===== config.mk =====
export PLATFORM = sky130hd
export DESIGN_NAME = serial_adder_ctrl
export DESIGN_NICKNAME = d
export VERILOG_FILES = /design/src/rtl/serial_adder_ctrl.sv
export SDC_FILE = /design/constraint.sdc
export NUM_CORES = 1
export LEC_CHECK = 0
export ABC_AREA = 0
export CAP_MARGIN = 5
export CORE_ASPECT_RATIO = 1.25
export CORE_MARGIN = 1
export CORE_UTILIZATION = 30
export CTS_CLUSTER_DIAMETER = 100
export DETAILED_ROUTE_END_ITERATION = 16
export PLACE_DENSITY = 0.52
export SLEW_MARGIN = 20
export SYNTH_ARGS = -nofsm -noshare
export SYNTH_HDL_FRONTEND = slang
export SYNTH_SLANG_ARGS = --single-unit

===== constraint.sdc =====
create_clock -name clk -period 1.2 [get_ports clk]
set_input_delay 0.36 -clock clk [delete_from_list [all_inputs] [get_ports clk]]
set_output_delay 0.36 -clock clk [all_outputs]
set_load 0.02 [all_outputs]

===== src/rtl/serial_adder_ctrl.sv =====
// serial_adder_ctrl: bit-serial adder, one full-adder cell fed LSB first, start/ready/done handshake
module serial_adder_ctrl #(
   parameter int WIDTH = 8
) (
   input  logic             clk,
   input  logic             rst_n,
   input  logic             start,
   input  logic [WIDTH-1:0] op_a,
   input  logic [WIDTH-1:0] op_b,
   input  logic             cin,
   output logic             ready,
   output logic             busy,
   output logic             done,
   output logic [WIDTH-1:0] sum,
   output logic             cout
);
   localparam int CW = $clog2(WIDTH) + 1;
   localparam logic [1:0] S_IDLE = 2'd0;
   localparam logic [1:0] S_RUN  = 2'd1;
   localparam logic [1:0] S_DONE = 2'd2;

   logic [1:0]       state_q, state_d;
   logic [WIDTH-1:0] a_q, a_d, b_q, b_d, sum_q, sum_d;
   logic             carry_q, carry_d, cout_q, cout_d;
   logic [CW-1:0]    cnt_q, cnt_d;
   logic             hs, hc, cs, cc;

   // full-adder cell built from two half adders and an OR
   always_comb begin
      hs = a_q[0] ^ b_q[0];
      hc = a_q[0] & b_q[0];
      cs = hs ^ carry_q;
      cc = hc | (carry_q & hs);
   end

   // sequencer next-state: accept in IDLE, one bit per edge in RUN, single DONE cycle
   always_comb begin
      state_d = state_q;
      a_d     = a_q;
      b_d     = b_q;
      sum_d   = sum_q;
      carry_d = carry_q;
      cout_d  = cout_q;
      cnt_d   = cnt_q;
      if (state_q == S_IDLE && start) begin
         a_d     = op_a;
         b_d     = op_b;
         carry_d = cin;
         cnt_d   = '0;
         sum_d   = '0;
         state_d = S_RUN;
      end else if (state_q == S_RUN) begin
         sum_d   = WIDTH'({cs, sum_q} >> 1);
         carry_d = cc;
         a_d     = a_q >> 1;
         b_d     = b_q >> 1;
         cnt_d   = cnt_q + 1'b1;
         cout_d  = (cnt_q == CW'(WIDTH - 1)) ? cc : cout_q;
         state_d = (cnt_q == CW'(WIDTH - 1)) ? S_DONE : S_RUN;
      end else if (state_q == S_DONE) begin
         state_d = S_IDLE;
      end
   end

   // state registers; async reset drops any in-flight add
   always_ff @(posedge clk or negedge rst_n) begin
      if (!rst_n) begin
         state_q <= S_IDLE;
         a_q     <= '0;
         b_q     <= '0;
         sum_q   <= '0;
         carry_q <= 1'b0;
         cout_q  <= 1'b0;
         cnt_q   <= '0;
      end else begin
         state_q <= state_d;
         a_q     <= a_d;
         b_q     <= b_d;
         sum_q   <= sum_d;
         carry_q <= carry_d;
         cout_q  <= cout_d;
         cnt_q   <= cnt_d;
      end
   end

   assign ready = (state_q == S_IDLE);
   assign busy  = (state_q == S_RUN);
   assign done  = (state_q == S_DONE);
   assign sum   = sum_q;
   assign cout  = cout_q;
endmodule


==> flow_summary.toml <==
[sta]
rsz0062_at_grt = "yes"
slew_violations = 0
fin_skew_ns = 0.00457
hold_viol_final = 0
tightest_slew_ns = 0.176
fin_crit_ns = 1.45
setup_viol = 34
finalCritPeriodShare_pct = 121
fmax_mhz = 688
setup_slack_ns = -0.254
whs_ns = 0.442
maxSlewHeadroom_pct = 87.9

[critical_path]
cp-start-kind = "register"
slowest_delay_ns = 0.41
crit_path_frequent_cell = "buf_6"
arrival_ns = 1.09
path_max_fanout = 3
rr_worst_depth = 8
critical_path.slowest_cell = "dfrtp_1"
critPathKind = "register to primary output"
cp-end-kind = "primary output"
required_ns = 0.84
timing.critical_path.cells = "buf_6, ha_4, buf_6"

[synthesis]
ys_seq_area_share_pct = 51.5
ys_seq_elements = 32
postSynthAreaPerCell_um2 = 11.1
ys_types = 23
syn_inst = 140
synthFlopType = "dfrtp_1"
netlist_area_um2 = 1560
synth-edff-count = 0
synthesis.nets = 166
ys_warn_count = 0
synth-async-reset-ratio_pct = 100

[clock_tree]
holdBufCountCts = 0
cts_tree = "done"
clock-root-buffer = "clkbuf_8"
cts.path.max_buffers = 2
cts_htree_levels = 2
cts.reportedPaths.clkPinSlew_ns = 0.07
cts.sinks = 32
cts_buffers = 5
worstSkewPairLatency_ns = 0.28

[pwr]
ir_drop_uv = 564
leakagePower_nw = 1.05
power-per-cell-area_nw_per_um2 = 746

[die]
die_h_um = 82.5
die_w_um = 66.4
start_util_pct = 31.9
num_io_pins = 32
dieArea_um2 = 5480
core_um2 = 4870
row_count = 28

[drt]
drt-total-wl_um = 3730
first_iter_violations = 18
wl_per_cell_um = 13.8
via_count = 1255
drc_errors = 0
drtAntennaViolNets = 0
first_pass_iters = 2
via_per_inst = 4.63

[place]
hpwl_um = 2040
routabilityCongestion = 0.700
dp_slack_ns = -0.451
placed_cells = 238
port_buffers = 31

[grt]
grt_usage_pct = 14.7
gr-total-overflow = 0
antenna_found_initial = 0
grt_max_degree = 33
grt_pass1_wl_um = 5960
grt_pass1_vias = 1317

[finish]
area_delta_synth_final_pct = 74.6
layoutNonFillerInstCount = 271
fin_nets = 236
n_antenna_cell = 0
nFillCells = 397
drive_gt1_share_pct = 55.9

[run_status]
violations = "negative setup slack"
outcome = "finished with violations"

[job]
cap_viol_max_count = 0

[min_path]
min_path_type = "input pin to async pin"
## per-stage QoR
stage | setup TNS [ns] | total power, mW | utilization, % | instance area (um2)
finish | -6.68 | 2.02 | 55.8 | 2720
global route | -8.17 | 2.10 | 55.8 | 2720
detailed placement | -10.55 | 1.19 | 41.5 | 2020
floorplan | -2.11 | 1.10 | - | 1590
global placement | -9.34 | 1.19 | 41.5 | 2020
CTS | -6.41 | 2.04 | 50.2 | 2450
## path summary, 6_finish.rpt
check / start / end / slack [ns]
min in group clk: b_q[5] / b_q[5] / 0.56
max in group asynchronous: rst_n / state_q[0] / 0.58
worst min register to register: b_q[5] / b_q[5] / 0.56
worst min-delay path: rst_n / sum[0] / 0.44
worst max-delay path: state_q[0] / busy / -0.25
worst max register to register: state_q[1] / a_q[7] / -0.23
## routing by layer
metal	track usage, %	wire [um]	part of all wire, %	up-vias
li1	-	-	-	614
met1	15.7	1440	39	606
met2	28.4	2080	56	28
met3	3.85	146	3.9	7
met4	3.83	63	1.7	0
met5	0	0	0	-
## report_power, final
part	leakage [nW]	switching (mW)	internal, mW
clock	0.0455	0.383	0.467
combinational	0.716	0.0344	0.0606
sequential	0.285	0	1.08
total	1.05	0.417	1.61
## sequential cells by signal, summed over array words and instances (netlist names)
signal / cells
cout: 1
sum: 8
a_q: 8
b_q: 8
cnt_q: 4
state_q: 2
carry_q: 1
## synthesized netlist by cell type (2+ instances only)
cell type | number | area share [%]
buf_6 | 6 | 4.3
dfrtp_1 | 32 | 51
ha_1 | 5 | 4.0
inv_1 | 6 | 1.4
mux2i_1 | 23 | 15
nand2_1 | 22 | 5.3
nand2b_1 | 2 | 0.80
nor2_1 | 12 | 2.9
o21ai_0 | 16 | 5.1
o21ai_1 | 2 | 0.64
xor2_1 | 2 | 1.1
## critical path: cells and delay by family, from the launching register on
family / cells / cell delay, ns
DFF: 1 / 0.41
buffers and inverters: 2 / 0.25
adders and majority gates: 1 / 0.15
## area by class of cell
class                           count  area [um2]  share of cell area (%)
Tap cell                           60        75.1                    2.76
Inverter                            6        22.5                   0.829
Clock buffer                        8        90.1                    3.32
Timing Repair Buffer               72         801                    29.5
Multi-Input combinational cell     93         926                    34.1
Sequential cell                    32         801                    29.5
## repair_timing
item,in CTS,in global routing
setup endpoints to repair,43,42
gates resized for setup,94,60
buffers inserted,13,9
pin swaps,9,11
cloned,5,1
## cells in the final DEF, fill, tap and decap left out, drive strengths merged
| cell type | n |
|---|---|
| nor2 | 12 |
| buf | 52 |
| xor2 | 2 |
| o21ai | 18 |
| dfrtp | 32 |
| clkbuf | 9 |
| fa | 1 |
| o31ai | 1 |
| inv | 6 |
| o221ai | 1 |
| nand2 | 22 |
| nand4 | 2 |
| nand2b | 2 |
| clkdlybuf4s50 | 19 |
| xnor2 | 1 |
| a211oi | 1 |
| ha | 5 |
| and2 | 1 |
| and3b | 1 |
| mux2i | 23 |
## kinds of logic (layout without fill, tap and decap cells)
group                    count (synthesis)  count (layout)  synth area share (%)
AND/OR/NAND/NOR                         40              40                  11.7
adder cells (fa/ha/maj)                  6               6                  5.31
flip-flops                              32              32                  51.5
multiplexers                            23              23                  14.8
AO/OA/AOI/OAI                           21              21                  7.32
buffers and inverters                   15              86                  7.64
XOR/XNOR                                 3               3                  1.69
(Power assumes the default switching activity.)
